--- src/rtl/wb_back_broadcast_if.sv ---
// Bus between the execution units, the writeback broadcast queue and the
// RAW hazard checker that consumes the broadcast slots.
//
// Signals:
//   fu_k_vld / fu_k_des (k=1..4)     completion report from execution unit k
//   fu_k_rdy (k=1..4)                queue accepts unit k's report this cycle
//   ins_back_n_vld / _des (n=1..4)   released destination tags, n=1 is oldest
//   q_count                          entries still held in the queue
//
// Modports:
//   slave  - the broadcast queue itself
//   master - the environment (execution units plus hazard checker)
interface wb_back_broadcast_if #(
  parameter int des   = 4,
  parameter int cnt_w = 4
);
  logic           fu_1_vld, fu_2_vld, fu_3_vld, fu_4_vld;
  logic [des-1:0] fu_1_des, fu_2_des, fu_3_des, fu_4_des;
  logic           fu_1_rdy, fu_2_rdy, fu_3_rdy, fu_4_rdy;

  logic           ins_back_1_vld, ins_back_2_vld, ins_back_3_vld, ins_back_4_vld;
  logic [des-1:0] ins_back_1_des, ins_back_2_des, ins_back_3_des, ins_back_4_des;

  logic [cnt_w-1:0] q_count;

  modport slave (
    input  fu_1_vld, fu_2_vld, fu_3_vld, fu_4_vld,
    input  fu_1_des, fu_2_des, fu_3_des, fu_4_des,
    output fu_1_rdy, fu_2_rdy, fu_3_rdy, fu_4_rdy,
    output ins_back_1_vld, ins_back_2_vld, ins_back_3_vld, ins_back_4_vld,
    output ins_back_1_des, ins_back_2_des, ins_back_3_des, ins_back_4_des,
    output q_count
  );

  modport master (
    output fu_1_vld, fu_2_vld, fu_3_vld, fu_4_vld,
    output fu_1_des, fu_2_des, fu_3_des, fu_4_des,
    input  fu_1_rdy, fu_2_rdy, fu_3_rdy, fu_4_rdy,
    input  ins_back_1_vld, ins_back_2_vld, ins_back_3_vld, ins_back_4_vld,
    input  ins_back_1_des, ins_back_2_des, ins_back_3_des, ins_back_4_des,
    input  q_count
  );
endinterface

--- src/rtl/wb_back_broadcast.sv ---
// Writeback broadcast queue. Collects destination-tag completion reports from
// four execution-unit ports into an ordered circular FIFO and replays them,
// oldest first, up to four per cycle on the ins_back broadcast bus feeding
// the RAW hazard check. Execution units are back-pressured through fu_k_rdy
// whenever the FIFO cannot take k more entries.
//
// Ports:
//   clk    single clock, all state changes on the rising edge
//   rst    synchronous reset, active-low
//   flush  synchronous flush, discards every queued completion
//   bus    wb_back_broadcast_if.slave: fu_k_vld/des/rdy inputs from the
//          execution units, ins_back_n_vld/des broadcast outputs, q_count
module wb_back_broadcast #(
  parameter int des   = 4,
  parameter int depth = 8,
  parameter int cnt_w = 4
) (
  input  logic                  clk,
  input  logic                  rst,
  input  logic                  flush,
  wb_back_broadcast_if.slave    bus
);

  localparam int ptr_w = $clog2(depth);

  logic [des-1:0]       mem [depth];
  logic [ptr_w-1:0]     rd_ptr, wr_ptr;
  logic [cnt_w-1:0]     count, free;
  logic [3:0]           req, rdy, acc;
  logic [3:0][des-1:0]  req_des;
  logic [ptr_w-1:0]     wr_idx [4];
  logic [2:0]           push, pop;
  logic [3:0]           bc_vld;
  logic [3:0][des-1:0]  bc_des;

  always_comb begin
    req        = {bus.fu_4_vld, bus.fu_3_vld, bus.fu_2_vld, bus.fu_1_vld};
    req_des[0] = bus.fu_1_des;
    req_des[1] = bus.fu_2_des;
    req_des[2] = bus.fu_3_des;
    req_des[3] = bus.fu_4_des;
  end

  // Ready depends only on registered occupancy so it never loops back through
  // the execution units' valid logic; this cycle's drain is not credited.
  always_comb begin
    free = cnt_w'(depth) - count;
    for (int k = 0; k < 4; k++) begin
      rdy[k] = (free >= cnt_w'(k + 1)) && !flush && rst;
    end
    acc = req & rdy;
  end

  // Accepted ports are packed into consecutive slots in port order, so gaps
  // between accepted ports do not leave holes in the FIFO.
  always_comb begin
    push = 3'd0;
    for (int k = 0; k < 4; k++) begin
      wr_idx[k] = wr_ptr + ptr_w'(push);
      push      = push + {2'b00, acc[k]};
    end
  end

  assign pop = (count >= cnt_w'(4)) ? 3'd4 : 3'(count);

  // Storage is never cleared; pointers and count alone define what is valid.
  always_ff @(posedge clk) begin
    for (int k = 0; k < 4; k++) begin
      if (acc[k]) begin
        mem[wr_idx[k]] <= req_des[k];
      end
    end
  end

  // Slots being written this edge are always outside the counted region, so
  // the drain reads only entries pushed on earlier edges.
  always_ff @(posedge clk) begin
    if (!rst || flush) begin
      rd_ptr <= '0;
      wr_ptr <= '0;
      count  <= '0;
      bc_vld <= '0;
      bc_des <= '0;
    end else begin
      rd_ptr <= rd_ptr + ptr_w'(pop);
      wr_ptr <= wr_ptr + ptr_w'(push);
      count  <= count - cnt_w'(pop) + cnt_w'(push);
      for (int n = 0; n < 4; n++) begin
        if (3'(n) < pop) begin
          bc_vld[n] <= 1'b1;
          bc_des[n] <= mem[rd_ptr + ptr_w'(n)];
        end else begin
          bc_vld[n] <= 1'b0;
          bc_des[n] <= '0;
        end
      end
    end
  end

  assign bus.fu_1_rdy = rdy[0];
  assign bus.fu_2_rdy = rdy[1];
  assign bus.fu_3_rdy = rdy[2];
  assign bus.fu_4_rdy = rdy[3];

  assign bus.ins_back_1_vld = bc_vld[0];
  assign bus.ins_back_2_vld = bc_vld[1];
  assign bus.ins_back_3_vld = bc_vld[2];
  assign bus.ins_back_4_vld = bc_vld[3];
  assign bus.ins_back_1_des = bc_des[0];
  assign bus.ins_back_2_des = bc_des[1];
  assign bus.ins_back_3_des = bc_des[2];
  assign bus.ins_back_4_des = bc_des[3];

  assign bus.q_count = count;

endmodule

--- src/flat_wrapper.sv ---
// flat-port wrapper written by rule: the top's interface ports become plain ports
module wb_back_broadcast_flat 
#(
  parameter int des   = 4,
  parameter int depth = 8,
  parameter int cnt_w = 4
)
  (clk, rst, flush, bus_fu_1_vld, bus_fu_2_vld, bus_fu_3_vld, bus_fu_4_vld, bus_fu_1_des, bus_fu_2_des, bus_fu_3_des, bus_fu_4_des, bus_fu_1_rdy, bus_fu_2_rdy, bus_fu_3_rdy, bus_fu_4_rdy, bus_ins_back_1_vld, bus_ins_back_2_vld, bus_ins_back_3_vld, bus_ins_back_4_vld, bus_ins_back_1_des, bus_ins_back_2_des, bus_ins_back_3_des, bus_ins_back_4_des, bus_q_count);
  wb_back_broadcast_if #(.des(des), .cnt_w(cnt_w)) bus_i ();
  input  logic clk;
  input  logic rst;
  input  logic flush;
  input wire logic [$bits(bus_i.fu_1_vld)-1:0] bus_fu_1_vld;
  input wire logic [$bits(bus_i.fu_2_vld)-1:0] bus_fu_2_vld;
  input wire logic [$bits(bus_i.fu_3_vld)-1:0] bus_fu_3_vld;
  input wire logic [$bits(bus_i.fu_4_vld)-1:0] bus_fu_4_vld;
  input wire logic [$bits(bus_i.fu_1_des)-1:0] bus_fu_1_des;
  input wire logic [$bits(bus_i.fu_2_des)-1:0] bus_fu_2_des;
  input wire logic [$bits(bus_i.fu_3_des)-1:0] bus_fu_3_des;
  input wire logic [$bits(bus_i.fu_4_des)-1:0] bus_fu_4_des;
  output wire logic [$bits(bus_i.fu_1_rdy)-1:0] bus_fu_1_rdy;
  output wire logic [$bits(bus_i.fu_2_rdy)-1:0] bus_fu_2_rdy;
  output wire logic [$bits(bus_i.fu_3_rdy)-1:0] bus_fu_3_rdy;
  output wire logic [$bits(bus_i.fu_4_rdy)-1:0] bus_fu_4_rdy;
  output wire logic [$bits(bus_i.ins_back_1_vld)-1:0] bus_ins_back_1_vld;
  output wire logic [$bits(bus_i.ins_back_2_vld)-1:0] bus_ins_back_2_vld;
  output wire logic [$bits(bus_i.ins_back_3_vld)-1:0] bus_ins_back_3_vld;
  output wire logic [$bits(bus_i.ins_back_4_vld)-1:0] bus_ins_back_4_vld;
  output wire logic [$bits(bus_i.ins_back_1_des)-1:0] bus_ins_back_1_des;
  output wire logic [$bits(bus_i.ins_back_2_des)-1:0] bus_ins_back_2_des;
  output wire logic [$bits(bus_i.ins_back_3_des)-1:0] bus_ins_back_3_des;
  output wire logic [$bits(bus_i.ins_back_4_des)-1:0] bus_ins_back_4_des;
  output wire logic [$bits(bus_i.q_count)-1:0] bus_q_count;
  assign bus_i.fu_1_vld = bus_fu_1_vld;
  assign bus_i.fu_2_vld = bus_fu_2_vld;
  assign bus_i.fu_3_vld = bus_fu_3_vld;
  assign bus_i.fu_4_vld = bus_fu_4_vld;
  assign bus_i.fu_1_des = bus_fu_1_des;
  assign bus_i.fu_2_des = bus_fu_2_des;
  assign bus_i.fu_3_des = bus_fu_3_des;
  assign bus_i.fu_4_des = bus_fu_4_des;
  assign bus_fu_1_rdy = bus_i.fu_1_rdy;
  assign bus_fu_2_rdy = bus_i.fu_2_rdy;
  assign bus_fu_3_rdy = bus_i.fu_3_rdy;
  assign bus_fu_4_rdy = bus_i.fu_4_rdy;
  assign bus_ins_back_1_vld = bus_i.ins_back_1_vld;
  assign bus_ins_back_2_vld = bus_i.ins_back_2_vld;
  assign bus_ins_back_3_vld = bus_i.ins_back_3_vld;
  assign bus_ins_back_4_vld = bus_i.ins_back_4_vld;
  assign bus_ins_back_1_des = bus_i.ins_back_1_des;
  assign bus_ins_back_2_des = bus_i.ins_back_2_des;
  assign bus_ins_back_3_des = bus_i.ins_back_3_des;
  assign bus_ins_back_4_des = bus_i.ins_back_4_des;
  assign bus_q_count = bus_i.q_count;
  wb_back_broadcast #(.des(des), .depth(depth), .cnt_w(cnt_w)) u_core (.clk(clk), .rst(rst), .flush(flush), .bus(bus_i));
endmodule
--- config.mk ---
export PLATFORM = sky130hd
export DESIGN_NAME = wb_back_broadcast_flat
export DESIGN_NICKNAME = d
export VERILOG_FILES = /design/src/rtl/wb_back_broadcast_if.sv /design/src/rtl/wb_back_broadcast.sv /design/src/flat_wrapper.sv
export SDC_FILE = /design/constraint.sdc
export NUM_CORES = 1
export LEC_CHECK = 0
export ABC_AREA = 1
export ABC_CLOCK_PERIOD_IN_PS = 5300
export CAP_MARGIN = 20
export CORE_MARGIN = 5
export CORE_UTILIZATION = 39
export DETAILED_ROUTE_END_ITERATION = 8
export MAX_ROUTING_LAYER = met4
export SLEW_MARGIN = 20
export SYNTH_ARGS = -nofsm -noshare
export SYNTH_HDL_FRONTEND = slang
export SYNTH_SLANG_ARGS = --single-unit
--- constraint.sdc ---
create_clock -name clk -period 5.3 [get_ports clk]
set_input_delay 0.795 -clock clk [delete_from_list [all_inputs] [get_ports clk]]
set_output_delay 0.795 -clock clk [all_outputs]
set_load 0.01 [all_outputs]
== After elaboration in Yosys (flattened, before gate mapping) ==
Memory sizes are Yosys's and may differ from the RTL's. A register that Yosys moved wholly into a read port is not among the register bits.
Cells that the tools add are included.
Storage, ports and cells
  memory bits (writable): 32
  memories: 1
  word-level logic and storage cells: 61
  bits of input ports: 23
  flip-flop bits (word level): 14
  output and inout port bits: 28
Cells by class
  mux-type cells: 13
  magnitude comparators: 9
  bitwise operators: 5
  $add $sub $neg: 14
  reduce and logical (&&, ||, !) cells: 15
Memory list
  u_core.mem: words 8, width 4, read ports 4, clocked after memory_dff 4, wr ports 4, line wb_back_broadcast.sv:26  | logic [des-1:0] mem [depth];
Operator list (number)
  adder 3 bit: 4
  two-way mux 1 bit: 12
  adder 3 x 1 -> 3 bit: 3
  greater-or-equal comparator 4 x 2 -> 1 bit (second input constant): 2
  greater-or-equal comparator 4 x 3 -> 1 bit (second input constant): 2
  logical AND 1 bit: 8
  OR reduction 2 bit: 4
  adder 3 x 2 -> 3 bit (second input constant): 2
  < comparator 1 x 3 -> 1 bit (first input constant): 2
  < comparator 2 x 3 -> 1 bit (first input constant): 2
  adder 4 x 3 -> 4 bit: 1
  bitwise AND 4 bit: 1
  greater-or-equal comparator 4 x 1 -> 1 bit (second input constant): 1
  NOT 1 bit: 4
  subtractor 4 x 3 -> 4 bit: 1
  subtractor 4 bit (first input constant): 1
  adder 3 x 1 -> 3 bit (second input constant): 1
  two-way mux 3 bit: 1
  adder 1 x 1 -> 2 bit: 1
  zero test 1 bit: 2
  logical OR 1 bit: 1

== Longest topological paths before layout ==
  depth in word-level cells: 9
  mapped depth: 24
  gate-level depth less buffers: 23

== Worst setup path after synthesis ==
No wires, ideal clock.
  kind: in2reg
  from: in rst
  to: reg u_core.count[3] (netlist: u_core.bus.q_count[3])
  arrival: 4.103 ns
  slack: 1.127 ns
  data required time: 5.230 ns
  buffers on the path: 1
  library setup time: 0.070 ns
  cell stages on the path: 19
  cell sequence: inv_1 > nor2_2 > nand2_1 > nand2_4 > buf_2 > nand2_1 > fa_1 > inv_1 > ha_1 > inv_1 > fa_1 > inv_1 > fa_1 > ha_1 > nand2_1 > nor2_1 > a211oi_1 > o21ai_0 > a21oi_1
On the way
  longest elaborated chain between the ends: 6
  elaborated cells between the ends (all ways): 11
  classes of those cells: add/sub (4); bitwise (1); reduce/logical (6)
Ends and longest elaborated chain
  start, declared: line flat_wrapper.sv:11  | input logic rst;
  logical AND 1 bit: line wb_back_broadcast.sv:49  | rdy[k] = (free >= cnt_w'(k + 1)) && !flush && rst;
  via bus_fu_2_rdy: line flat_wrapper.sv:22  | output wire logic [$bits(bus_i.fu_2_rdy)-1:0] bus_fu_2_rdy;
  bitwise AND 4 bit: line wb_back_broadcast.sv:51  | acc = req & rdy;
  adder 1 x 1 -> 2 bit: line wb_back_broadcast.sv:60  | push = push + {2'b00, acc[k]};
  adder 3 x 1 -> 3 bit (2 in a row): line wb_back_broadcast.sv:60
  adder 4 x 3 -> 4 bit: line wb_back_broadcast.sv:87  | count <= count - cnt_w'(pop) + cnt_w'(push);
  end signal, assigned: line wb_back_broadcast.sv:87
  end, declared: line wb_back_broadcast.sv:28  | logic [cnt_w-1:0] count, free;
The timed path passes the listed nets, and every way through them passes these cells.
A chain may end at the register's enable or synchronous reset.

== Worst setup path after layout ==
  from: in rst
  to: reg u_core.count[3] (netlist: u_core.bus.q_count[3])
On the way
  longest elaborated chain between the ends: 6
  elaborated cells between the ends (all ways): 11
  classes of those cells: add/sub (4); bitwise (1); reduce/logical (6)
Ends and longest elaborated chain (line)
  logical AND 1 bit: wb_back_broadcast.sv:49
  bitwise AND 4 bit: wb_back_broadcast.sv:51
  adder 1 x 1 -> 2 bit: wb_back_broadcast.sv:60
  adder 3 x 1 -> 3 bit (2 in a row): wb_back_broadcast.sv:60
  adder 4 x 3 -> 4 bit: wb_back_broadcast.sv:87
Parallel ways exist; a longest one is shown, timed or not.

==> qor.yml <==
outcome: "completed"
place.gp.congestion: 0.979
dr.pass1.iters: 6
cts_tree: "done"
area_delta_synth_final_pct: 18.8
fin_crit_sh: 0.822
synth_seq_cells: 62
timing.critical_path.mode_cell: "inv_1"
end_kind: "flip-flop"
hold_class: "flip-flop to flip-flop"
cts_buffer_depth: 2
root_buffer: "clkbuf_16"
dieArea_mm2: 0.0153
cap_viol_max_count: 0
synth_flop_cell: "edfxtp_1"
setup_tns_ns: 0
setup_viol: 0
grt_max_degree: 43
num-nets-final: 811
power_leakage_uw: 0.00264
slew_headroom: 0.441
yosysWarnings: 0
synth_nets: 774
critPathSlowestCell: "fa_1"
cts_made_buffers: 9
final_cell_mix: "nand2_1, inv_1, nand4_1, nand3_1, nor2_1"
diodes: 0
drcViolationCount: 0
grt_overflow: 0
synth_seq_area_share: 0.309
clock.fmax_mhz: 229
async_flop_share: 0
synth.distinct_cells: 37
ant_nets: 0
maxSlewViolCount: 0
initial_core_util: 0.398
start_kind: "primary input"
grt_usage: 0.219
holdWs_ns: 0.675
routed_wl_um: 15300
drive_gt1_frac: 0.0574
arrival_ns: 4.62
nFillCells: 1336
worstPathMaxFanout: 10
synth_area_per_cell_um2: 6.97
rows: 41
coreArea_mm2: 0.0127
mostFrequentLayoutCell: "nand2_1"
setup_ws_ns: 0.942
worstPathRequired_ns: 5.56
hold_violations: 0
htreeDepth: 3
worstSetupPathType: "primary input to flip-flop"
die_w_um: 124
peakVddDrop_uv: 144
r2r_start: "u_core.bus.q_count[0]"
max_slew.worst_pin.slew_ns: 0.830
grt_pass1_wl_um: 24900
dp_hpwl_um: 12300
port_buffers: 50
vias_per_cell: 5.27
pre_cts_slack_ns: 0.556
synthCells: 724
wl_per_cell_um: 16.3
post_cts_resized: 0
cts_setup_buffers: 0
drt_iter0_markers: 374
clock_latency_ns: 0.34
power_density_mw_per_mm2: 345
critPathMaxStageDelay_ns: 0.52
syn_area_mm2: 0.00505
io_pins: 51
antenna_found_initial: 0
cp_cell_sequence: "clkdlybuf4s50_1 -> inv_1 -> nor2_2 -> nand2_1 -> nand2_4 -> nand2_1 -> fa_1 -> inv_1 -> ha_1 -> inv_1 -> fa_1 -> inv_1 -> fa_1 -> ha_1 -> nand2_1 -> nor2_1 -> a211oi_1 -> o21ai_0 -> a21oi_1"
hold_start: "u_core.bus.q_count[2]"
crit_start: "rst"
finalCriticalPeriod_ns: 4.36
vias: 4946
cts_hold_buf: 0
synth_edf_count: 32
clkSlewWorstSetupHoldPaths_ns: 0.05
first_global_vias: 4607
finClkSkew_ns: 0.00835
die_height_um: 124
clock-sinks: 62
rsz0062_at_grt: "false"
[report_power, final]
part	total, uW	internal (uW)	switching, uW
logic	788	284	503
registers	621	573	47.7
clock network	659	455	204
total	2070	1310	755
[flip-flops by register name, indices dropped and copies added (netlist names)]
| register | flops |
|---|---|
| u_core.bc_vld | 4 |
| u_core.wr_ptr | 3 |
| u_core.bus.ins_back_3_des | 4 |
| u_core.bus.ins_back_2_des | 4 |
| u_core.bus.ins_back_1_des | 4 |
| u_core.bus.q_count | 4 |
| u_core.mem | 32 |
| u_core.rd_ptr | 3 |
| u_core.bus.ins_back_4_des | 4 |
[metrics by stage]
step / util / instances / total power (uW) / instance area [um2]
floorplan: - / 724 / 1160 / 5050
global placement: 0.446 / 922 / 1400 / 5660
detailed placement: 0.446 / 922 / 1410 / 5660
CTS: 0.473 / 938 / 2070 / 5990
global route: 0.473 / 938 / 2210 / 5990
finish: 0.473 / 938 / 2070 / 5990
[cells in the mapped netlist, types with 3 or more instances]
cell | count | area, um2
inv_1 | 100 | 375
mux2i_1 | 16 | 160
clkbuf_1 | 14 | 52.6
buf_2 | 5 | 25.0
fa_1 | 9 | 180
xor2_1 | 5 | 43.8
nand3_1 | 59 | 295
nand4_1 | 65 | 407
edfxtp_1 | 32 | 961
nand2_1 | 199 | 747
a221oi_1 | 3 | 26.3
nand2_4 | 3 | 33.8
nor2_1 | 55 | 206
buf_6 | 3 | 33.8
or2_2 | 4 | 25.0
xnor2_1 | 5 | 43.8
buf_1 | 5 | 18.8
ha_1 | 18 | 225
clkinv_1 | 3 | 11.3
dfxtp_1 | 30 | 601
a41oi_1 | 3 | 26.3
o21ai_0 | 27 | 135
a21oi_1 | 32 | 160
nand3_2 | 12 | 120
[layout make-up]
class / instances / area [um2] / area share
Multi-Input combinational cell: 529 / 2950 / 0.492
Sequential cell: 62 / 1560 / 0.260
Clock buffer: 9 / 225 / 0.0376
Tap cell: 172 / 215 / 0.0359
Clock inverter: 7 / 113 / 0.0188
Inverter: 104 / 390 / 0.0651
Timing Repair Buffer: 55 / 538 / 0.0898
[cell families (layout without fill, tap and decap cells)]
logic type,Yosys count,in the layout,synth area share
multiplexers,16,16,0.0317
other,2,2,0.00149
AND/OR/NAND/NOR,402,402,0.376
flip-flops,62,62,0.309
buffers and inverters,133,175,0.106
adder cells (fa/ha/maj),27,27,0.0803
XOR/XNOR,10,10,0.0174
AO/OA/AOI/OAI,72,72,0.0784
[worst max-delay path: cells and delay by family]
kind                       cells  cell delay, ns
AOI/OAI and AO/OA              3            0.46
adders and majority gates      5            1.82
buffers and inverters          5            0.70
and+or+nand+nor                6            0.84
[final timing paths]
kind | to | cells past startpoint | slack [ns]
worst max-delay path | u_core.bus.q_count[3] | 19 | 0.94
worst min-delay path | u_core.rd_ptr[2] | 2 | 0.68
worst max register to register | u_core.bus.q_count[3] | 21 | 1.19
worst min register to register | u_core.rd_ptr[2] | 2 | 0.68
[routing by layer]
layer	wire length, um	GRT usage	vias up
met4	377	0.0706	0
met1	7050	0.288	2270
met3	802	0.0304	23
li1	-	-	2480
met5	0	-	-
met2	7060	0.349	173
Note: power is estimated with default switching activity, not from simulation.
